===== src/rtl/rng.sv =====
// rng: pseudo-random floor-call generator for the elevator controller.
// A 32-bit Fibonacci LFSR (x^32+x^22+x^2+x^1+1) advances every clock. The low
// WIDTH bits of the pre-update state, gated by MASK, are registered onto randy.
//
// Ports:
//   clk    in   1      rising-edge clock
//   rst    in   1      synchronous active-low reset (reloads seed, clears randy)
//   randy  out  WIDTH  registered pseudo-random vector, one bit per floor
//
// Parameters:
//   WIDTH  output width, 1..16
//   SEED   LFSR reset value; 0 is replaced by 32'h1
//   MASK   per-bit output enable
//
// Build option:
//   RNG_DENSITY_EN  when defined, each output bit is the AND of two state bits
//                   (s[WIDTH-1:0] & s[WIDTH+11:12]), for ~25% press density.
module rng #(
  parameter int unsigned      WIDTH = 12,
  parameter logic [31:0]      SEED  = 32'h1234_5ACE,
  parameter logic [WIDTH-1:0] MASK  = {WIDTH{1'b1}}
) (
  input  logic             clk,
  input  logic             rst,
  output logic [WIDTH-1:0] randy
);

  localparam int unsigned STATE_W = 32;
  // A zero seed would lock the LFSR, so substitute the smallest legal state.
  localparam logic [STATE_W-1:0] SEED_EFF = (SEED == 32'd0) ? 32'd1 : SEED;

  logic [STATE_W-1:0] s;
  logic [STATE_W-1:0] s_next_c;
  logic               fb_c;
  logic [WIDTH-1:0]   out_c;

  // Feedback taps at 32, 22, 2, 1 (bit indices 31, 21, 1, 0).
  always_comb begin
    fb_c     = 1'b0;
    s_next_c = s;
    fb_c     = s[31] ^ s[21] ^ s[1] ^ s[0];
    s_next_c = {s[30:0], fb_c};
  end

  // Output word from the current (pre-update) state.
  always_comb begin
    out_c = '0;
`ifdef RNG_DENSITY_EN
    out_c = s[WIDTH-1:0] & s[WIDTH+11:12];
`else
    out_c = s[WIDTH-1:0];
`endif
  end

  // State and output registers; all-zero state is steered back to 1.
  always_ff @(posedge clk) begin
    if (!rst) begin
      s     <= SEED_EFF;
      randy <= '0;
    end else begin
      randy <= out_c & MASK;
      if (s == '0) begin
        s <= STATE_W'(1);
      end else begin
        s <= s_next_c;
      end
    end
  end

endmodule


===== config.mk =====
export PLATFORM = sky130hd
export DESIGN_NAME = rng
export DESIGN_NICKNAME = d
export VERILOG_FILES = /design/src/rtl/rng.sv
export SDC_FILE = /design/constraint.sdc
export NUM_CORES = 1
export LEC_CHECK = 0
export ABC_AREA = 1
export CORE_ASPECT_RATIO = 0.9
export CORE_MARGIN = 1
export CORE_UTILIZATION = 35
export CTS_BUF_LIST = sky130_fd_sc_hd__clkbuf_4 sky130_fd_sc_hd__clkbuf_8
export DETAILED_ROUTE_END_ITERATION = 8
export GPL_TIMING_DRIVEN = 0
export PLACE_DENSITY = 0.5
export SYNTH_ARGS = -nofsm -noshare
export SYNTH_HDL_FRONTEND = slang
export SYNTH_SLANG_ARGS = --single-unit

===== constraint.sdc =====
create_clock -name clk -period 2.1 [get_ports clk]
set_input_delay 0.315 -clock clk [delete_from_list [all_inputs] [get_ports clk]]
set_output_delay 0.315 -clock clk [all_outputs]
set_load 0.02 [all_outputs]

Word level (Yosys, flattened, before mapping)
Cells that the tools add are included.
{"block": "totals", "n_memories": 0, "inputBits": 2, "reg_bits": 44, "rom_bits": 0, "ram_bits": 0, "word_cells": 10, "latch_bits": 0}
{"block": "classes", "bitwise": 4, "add_sub_neg": 0, "mul": 0, "n_mux": 1, "shifts": 0, "n_div": 0, "reduce_logical": 2, "eq_ne": 0, "n_lt_le_gt_ge": 0}
{"cell": "$logic_not A32 Y1", "n": 1}
{"cell": "$mux W29", "n": 1}
{"cell": "$xor A1 B1 Y1", "n": 3}
{"cell": "$reduce_or A2 Y1", "n": 1}
{"cell": "$not A1 Y1", "n": 1}

Longest topological paths before layout
Gate-level depths: netlist (run 1).
{"block": "depth", "depth_word": 4, "ltp_mapped": 7}

Least setup slack after synthesis (run 1)
No wires, ideal clock.
{"block": "synth_timing", "path_kind": "register -> register", "startpoint": "register s[21]", "endpoint": "register s[17]", "arrival_time_ns": 0.941, "setup_slack_ns": 1.029, "period_less_slack_ns": 1.071, "path_buffers": 1, "path_stages_with_launch": 8, "path_cell_list": "dfxtp_1 -> nor2_1 -> nand2_1 -> nor2_1 -> nand2_1 -> nor2_4 -> buf_8 -> nor3_1"}
{"block": "synth_via", "elab_chain_cells": 2}
{"item": "start: declaration", "line": "32", "rtl": "logic [STATE_W-1:0] s;"}
{"item": "start signal: assignment", "line": "65", "rtl": "s <= s_next_c;"}
{"item": "$logic_not A32 Y1", "line": "62", "rtl": "if (s == '0) begin"}
{"item": "$reduce_or A2 Y1 (no line)"}
No other way between the ends.
A chain may end at the register's enable or synchronous reset.

Worst setup path in the final report (run 1)
{"block": "layout_timing", "startpoint": "register randy[0]", "endpoint": "output port randy[0]"}
{"item": "start: declaration", "line": "25", "rtl": "output logic [WIDTH-1:0] randy"}
{"item": "start signal: assignment", "line": "61", "rtl": "randy <= out_c & MASK;"}
No word-level cell between the ends.

==> results of run 1 <==
through the flow:
step / cell area [um2] / std cells / worst slack [ns] / hold WS [ns]
2_1_floorplan: 1370 / 156 / 1.03 / 0.415
3_3_place_gp: 1550 / 215 / 0.572 / 0.420
3_5_place_dp: 1550 / 215 / 0.537 / 0.426
4_1_cts: 1650 / 222 / 0.555 / 0.439
5_1_grt: 1650 / 222 / 0.524 / 0.460
6_report: 1650 / 222 / 0.576 / 0.436
power groups by stage:
stage / Clock (mW) / Combinational [mW] / Sequential (mW)
2_1_floorplan: 0 / 0.0701 / 0.948
3_3_place_gp: 0 / 0.133 / 0.932
3_5_place_dp: 0 / 0.134 / 0.934
4_1_cts: 0.572 / 0.135 / 0.915
5_1_grt: 0.601 / 0.150 / 0.921
6_report: 0.559 / 0.133 / 0.914
cell families (layout without fill, tap and decap cells):
family                 count (synthesis)  count (layout)  synth area share, %
buffers and inverters                 36              56                 10.7
AND/OR/NAND/NOR                       74              74                 23.5
XOR/XNOR                               2               2                 1.28
flip-flops                            44              44                 64.5
synth_stat cells (all sizes together):
master   n  area, um2
buf      1       15.0
clkbuf   4       15.0
dfxtp   44        881
inv     31        116
nand2   31        116
nor2    24       97.6
nor3    13       70.1
or2      6       37.5
xnor2    2       17.5
layer usage:
metal	GRT usage, %	vias to the layer above	share of wire [%]
li1	-	487	-
met1	15.7	400	52
met2	16.8	16	40
met3	5.00	6	5.5
met4	9.82	0	2.5
met5	0	-	0
tightest hold or removal path, delay by kind of cell, from the launching register on:
family,cells,cell delay [ns]
flops,1,0.31
buf+inv,1,0.05
simple gates,1,0.04
how the worst max path moves through the flow:
stage              from       end  slack (ns)  cells after the start
6_report       randy[0]  randy[0]        0.58                      1
5_1_grt        randy[9]  randy[9]        0.52                      1
4_1_cts        randy[7]  randy[7]        0.56                      1
3_5_place_dp        rst     s[14]        0.54                      4
3_3_place_gp        rst     s[14]        0.57                      4
2_1_floorplan     s[21]     s[17]        1.03                      7
flip-flops by register name, indices dropped and copies added (netlist names):
register,flops
randy,12
s,32
layout make-up:
type	count	area [um2]
plain buffers	5	30.0
multi-input cells	76	339
clock buffers	7	96.3
fillers	377	2080
well taps	46	57.6
repair buffers	13	130
flip-flops and latches	44	881
inverters	31	116
placed cells by master (no fill, tap or decap):
master                            Yosys  final
sky130_fd_sc_hd__nor3_2               1      1
sky130_fd_sc_hd__nor2_4               1      1
sky130_fd_sc_hd__nor2_1              23     23
sky130_fd_sc_hd__buf_8                1      1
sky130_fd_sc_hd__nor3_1              12     12
sky130_fd_sc_hd__dfxtp_1             44     44
sky130_fd_sc_hd__nand2_1             31     31
sky130_fd_sc_hd__or2_2                6      6
sky130_fd_sc_hd__clkbuf_8             0      7
sky130_fd_sc_hd__clkdlybuf4s50_1      0     13
sky130_fd_sc_hd__xnor2_1              2      2
sky130_fd_sc_hd__inv_1               31     31
sky130_fd_sc_hd__clkbuf_1             4      4
==> results.sh, run 1 <==
export IMPL_status="finished, final reports clean"
export IMPL_power_leakage_nw=0.814
export IMPL_synth_sequential_area_ratio_pct=64.5
export IMPL_syn_inst=156
export IMPL_timing_final_crit_period_ns=1.52
export IMPL_floorplan_rows=21
export IMPL_routed_wl_per_cell_um=9.52
export IMPL_num_vias=909
export IMPL_numClockSinks=44
export IMPL_critical_path_cell_chain="clkdlybuf4s50_1"
export IMPL_remaining_drc_errors=0
export IMPL_vias_per_cell=4.09
export IMPL_die_area_mm2=0.00416
export IMPL_area_delta_synth_final_pct=20.8
export IMPL_max_stage_delay_ns=0.59
export IMPL_timing_final_max_slew_violations=0
export IMPL_cts_inserted_buffers=5
export IMPL_grt_first_pass_wirelength_mm=3.54
export IMPL_required_ns=1.78
export IMPL_utilization_after_layout_pct=44.2
export IMPL_worst_r2r_cell_count=7
export IMPL_reg2reg_slack_ns=0.89
export IMPL_clock_skew_ns=0.00317
export IMPL_critPathKind="reg -> out"
export IMPL_clock_path_buffers=2
export IMPL_path_buf_inv=1
export IMPL_final_wtd_congestion=0.700
export IMPL_cts_root_buffer_type="sky130_fd_sc_hd__clkbuf_8"
export IMPL_worst_ir_drop_vdd_mv=0.558
export IMPL_p_int_mw=1.24
export IMPL_critical_path_peak_fanout=1
export IMPL_num_antenna_cells=0
export IMPL_globalRouteTotalUtil_pct=12.4
export IMPL_post_cts_resized=0
export IMPL_critical_path_startpoint_type="flop"
export IMPL_numnets_final=178
export IMPL_io_buffer_count=13
export IMPL_post_synth_cell_area_avg_um2=8.76
export IMPL_worst_skew_pair_later_pin_latency_ns=0.29
export IMPL_postSynthRegisterBits=44
export IMPL_worst_endpoint_arrival_ns=1.21
export IMPL_report_final_hold_viol_count=0
export IMPL_critPathSlowestCell="sky130_fd_sc_hd__clkdlybuf4s50_1"
export IMPL_hold_buf_count_cts=0
export IMPL_cts_tree="yes"
export IMPL_fp_coreArea_mm2=0.00373
export IMPL_postCtsSetupRepairBufs=0
export IMPL_detailedPlacementHpwl_mm=1.44
export IMPL_whs_path_depth=2
export IMPL_share_comb_of_total_power_pct=8.3
export IMPL_initial_utilization_pct=36.6
export IMPL_grt_setup_unrepaired="false"
export IMPL_hold_path_startpoint="s[26]"
export IMPL_post_route_period_util_pct=72.6
export IMPL_finalWirelength_mm=2.11
export IMPL_ioPinCount=14
export IMPL_power_dens_cells_mw_per_mm2=973
export IMPL_power_clock_fraction_pct=34.8
export IMPL_p_seq_share_pct=56.9
export IMPL_worstReg2RegStart="s[0]"
export IMPL_grt_total_ovfl=0
export IMPL_setup_viol_count_final=0
export IMPL_tightest_slew_ns=0.475
export IMPL_worst_slew_margin_rel_pct=68.3
export IMPL_drive_above_1_share_pct=9.09
export IMPL_rr_endpoint="s[22]"
export IMPL_power_spent_charging_and_discharging_nets_uw=363
export IMPL_syn_nets=158
export IMPL_number_of_iterations_in_the_first_detailed_routing_pass=4
export IMPL_cts_htree_levels=2
export IMPL_holdPathEnd="s[27]"
export IMPL_max_cap_violations=0
export IMPL_switching_share_pct=22.6
export IMPL_drtIter0Drc=59
export IMPL_die_width_um=67.9
export IMPL_maximum_operating_frequency_mhz=656
export IMPL_synth_area_mm2=0.00137
export IMPL_holdCritPathClass="reg -> reg"
export IMPL_crit_end_element="output pin"
export IMPL_antenna_violating_nets_post_route=0
export IMPL_netlist_cell_type_count=11
export IMPL_clock_slew_at_reported_path_ffs_ns=0.08
export IMPL_p_total_mw=1.61
export IMPL_fp_dieH_um=61.3
export IMPL_crit_family="buffers and inverters"
export IMPL_grt_start_max_net_pins=13
export IMPL_antenna_violations_before_repair=0
export IMPL_first_global_vias=824
export IMPL_synth_warning_count=0
export IMPL_fin_tns_setup_ns=0
No activity file was read; power rests on OpenSTA's default activity.
==> inputs of run 2 (changes only) <==
--- a/config.mk
+++ b/config.mk
@@ -12,7 +12,7 @@
 export CTS_BUF_LIST = sky130_fd_sc_hd__clkbuf_4 sky130_fd_sc_hd__clkbuf_8
 export DETAILED_ROUTE_END_ITERATION = 8
 export GPL_TIMING_DRIVEN = 0
-export PLACE_DENSITY = 0.5
+export PLACE_DENSITY = 0.52
 export SYNTH_ARGS = -nofsm -noshare
 export SYNTH_HDL_FRONTEND = slang
 export SYNTH_SLANG_ARGS = --single-unit
==> constraint.sdc (replaced) <==
create_clock -name clk -period 1.3 [get_ports clk]
set_input_delay 0.195 -clock clk [delete_from_list [all_inputs] [get_ports clk]]
set_output_delay 0.195 -clock clk [all_outputs]
set_load 0.02 [all_outputs]
==> results.sh, run 2 (same netlist as run 1, synthesis figures left out) <==
export IMPL_crit_end_element="flop"
export IMPL_clock_skew_ns=0.00594
export IMPL_grt_start_max_net_pins=14
export IMPL_holdCritPathClass="reg -> reg"
export IMPL_numClockSinks=44
export IMPL_fp_coreArea_mm2=0.00373
export IMPL_cts_inserted_buffers=5
export IMPL_clock_path_buffers=2
export IMPL_tightest_slew_ns=0.483
export IMPL_path_buf_inv=1
export IMPL_fp_dieH_um=61.3
export IMPL_setup_viol_count_final=0
export IMPL_instances_no_fill=226
export IMPL_cts_tree="yes"
export IMPL_post_route_period_util_pct=92.2
export IMPL_vias_per_cell=4.06
export IMPL_first_global_vias=871
export IMPL_critical_path_startpoint_type="flop"
export IMPL_critical_path_cell_chain="nor2_2 -> nand2_1 -> nor2_1 -> nand2_1 -> nor2_4 -> buf_8 -> nor3_1"
export IMPL_register_ranked_first_by_flip_flop_count="s"
export IMPL_max_stage_delay_ns=0.33
export IMPL_power_dens_cells_mw_per_mm2=1530
export IMPL_largest_register_ff_count=32
export IMPL_antenna_violations_before_repair=0
export IMPL_floorplan_rows=21
export IMPL_timing_final_crit_period_ns=1.20
export IMPL_utilization_after_layout_pct=44.9
export IMPL_remaining_drc_errors=0
export IMPL_detailedPlacementHpwl_mm=1.45
export IMPL_grt_first_pass_wirelength_mm=3.67
export IMPL_routed_wl_per_cell_um=9.35
export IMPL_number_of_iterations_in_the_first_detailed_routing_pass=4
export IMPL_area_delta_synth_final_pct=22.5
export IMPL_globalRouteTotalUtil_pct=12.5
export IMPL_postLayoutSetupSlackWorst_ns=0.101
export IMPL_num_vias=917
export IMPL_critical_path_peak_fanout=10
export IMPL_reg2reg_slack_ns=0.10
export IMPL_top_signal_layer_used="met4"
export IMPL_die_width_um=67.9
export IMPL_worst_skew_pair_later_pin_latency_ns=0.29
export IMPL_die_area_mm2=0.00416
export IMPL_final_wtd_congestion=0.747
export IMPL_worst_slew_margin_rel_pct=67.8
export IMPL_crit_family="simple AND/OR/NAND/NOR gates"
export IMPL_critPathKind="reg -> reg"
export IMPL_worst_endpoint_arrival_ns=1.36
export IMPL_cts_root_buffer_type="sky130_fd_sc_hd__clkbuf_8"
export IMPL_worst_ir_drop_vdd_mv=0.922
export IMPL_grt_setup_unrepaired="true"
export IMPL_cts_htree_levels=2
export IMPL_drive_above_1_share_pct=15.6
export IMPL_place_ws_ns=-0.168
export IMPL_max_cap_violations=0
export IMPL_power_leakage_nw=0.867
export IMPL_critical_path_top_cell_by_count="sky130_fd_sc_hd__nand2_1"
export IMPL_required_ns=1.46
export IMPL_numnets_final=181
export IMPL_final_hold_worst_slack_ns=0.435
export IMPL_wl_met1_mm=1.05
export IMPL_report_final_hold_viol_count=0
export IMPL_grt_total_ovfl=0
export IMPL_initial_utilization_pct=36.6
export IMPL_critPathSlowestCell="sky130_fd_sc_hd__dfxtp_2"
export IMPL_io_buffer_count=13
export IMPL_clock_slew_at_reported_path_ffs_ns=0.08
export IMPL_finalWirelength_mm=2.11
export IMPL_layout_cells_most_common_list="40 x sky130_fd_sc_hd__dfxtp_1, 31 x sky130_fd_sc_hd__nand2_1, 31 x sky130_fd_sc_hd__inv_1"
export IMPL_layout_cells_most_common="sky130_fd_sc_hd__dfxtp_1"
export IMPL_timing_final_max_slew_violations=0
export IMPL_placed_cells_incl_taps=215
export IMPL_layout_top_registers="s x32, randy x12"
export IMPL_antenna_violating_nets_post_route=0
export IMPL_maximum_operating_frequency_mhz=834
export IMPL_total_met3_wirelength_after_detailed_routing_um=89
export IMPL_ioPinCount=14
export IMPL_num_antenna_cells=0
export IMPL_wl_met2_um=925
export IMPL_status="finished, final reports clean"
export IMPL_drtIter0Drc=21
[run 2: cell count changes in the layout (fill, tap and decap cells not counted), sizes merged]
cell           change
clkinvlp           +1
dlygate4sd2       +12
clkdlybuf4s50     -12
buf                +3
[run 2: cell type report]
class | instances | area (um2)
Multi-Input combinational cell | 76 | 349
Buffer | 5 | 30.0
Inverter | 31 | 116
Sequential cell | 44 | 886
Timing Repair Buffer | 16 | 138
Tap cell | 46 | 57.6
Clock inverter | 1 | 7.51
Clock buffer | 7 | 90.1
Fill cell | 392 | 2060
[run 2: path summary, 6_finish.rpt]
| path | startpoint | endpoint | cells past startpoint |
|---|---|---|---|
| worst max-delay path | s[9] | s[23] | 7 |
| worst min-delay path | s[28] | s[29] | 2 |
| worst max register to register | s[9] | s[23] | 7 |
| worst min register to register | s[28] | s[29] | 2 |
[run 2: where the power goes]
part	total (mW)	leakage [nW]	switching [mW]	internal (mW)
sequential	1.48	0.367	0.0422	1.44
combinational	0.201	0.452	0.118	0.0834
clock	0.878	0.0479	0.426	0.452
[run 2: worst reg2reg max path, cell delays in order (launching register included)]
cell and delay, ns:
sky130_fd_sc_hd__dfxtp_2 0.33, sky130_fd_sc_hd__nor2_2 0.11, sky130_fd_sc_hd__nand2_1 0.06, sky130_fd_sc_hd__nor2_1 0.11
sky130_fd_sc_hd__nand2_1 0.09, sky130_fd_sc_hd__nor2_4 0.17, sky130_fd_sc_hd__buf_8 0.15, sky130_fd_sc_hd__nor3_1 0.05
[run 2: repair_timing]
action | in CTS | in global routing
gates resized for setup | 12 | 8
hold buffers | 0 | 0
setup buffers | 0 | 3
setup endpoints to repair | 12 | 10
pin swaps | 0 | 1
[run 2: through the flow]
stage          setup TNS, ns  cell area, um2  power [mW]
5_1_grt              -0.0712            1670        2.69
2_1_floorplan              0            1370        1.64
6_report                   0            1670        2.56
3_3_place_gp           -2.67            1550        1.72
4_1_cts                    0            1640        2.59
3_5_place_dp           -3.38            1550        1.72
[run 2: layer usage]
| metal | vias to the layer above | global-route usage (%) |
|---|---|---|
| li1 | 492 | - |
| met1 | 403 | 15.0 |
| met2 | 15 | 19.4 |
| met3 | 7 | 4.44 |
| met4 | 0 | 7.14 |
| met5 | - | 0 |
==> inputs of run 3 (changes only) <==
--- a/config.mk
+++ b/config.mk
@@ -11,6 +11,7 @@
 export CORE_UTILIZATION = 35
 export CTS_BUF_LIST = sky130_fd_sc_hd__clkbuf_4 sky130_fd_sc_hd__clkbuf_8
 export DETAILED_ROUTE_END_ITERATION = 8
+export GPL_ROUTABILITY_DRIVEN = 1
 export GPL_TIMING_DRIVEN = 0
 export PLACE_DENSITY = 0.52
 export SYNTH_ARGS = -nofsm -noshare
==> results of run 3 <==
Same layout as run 2: the final DEF is identical, and so are final timing and power.
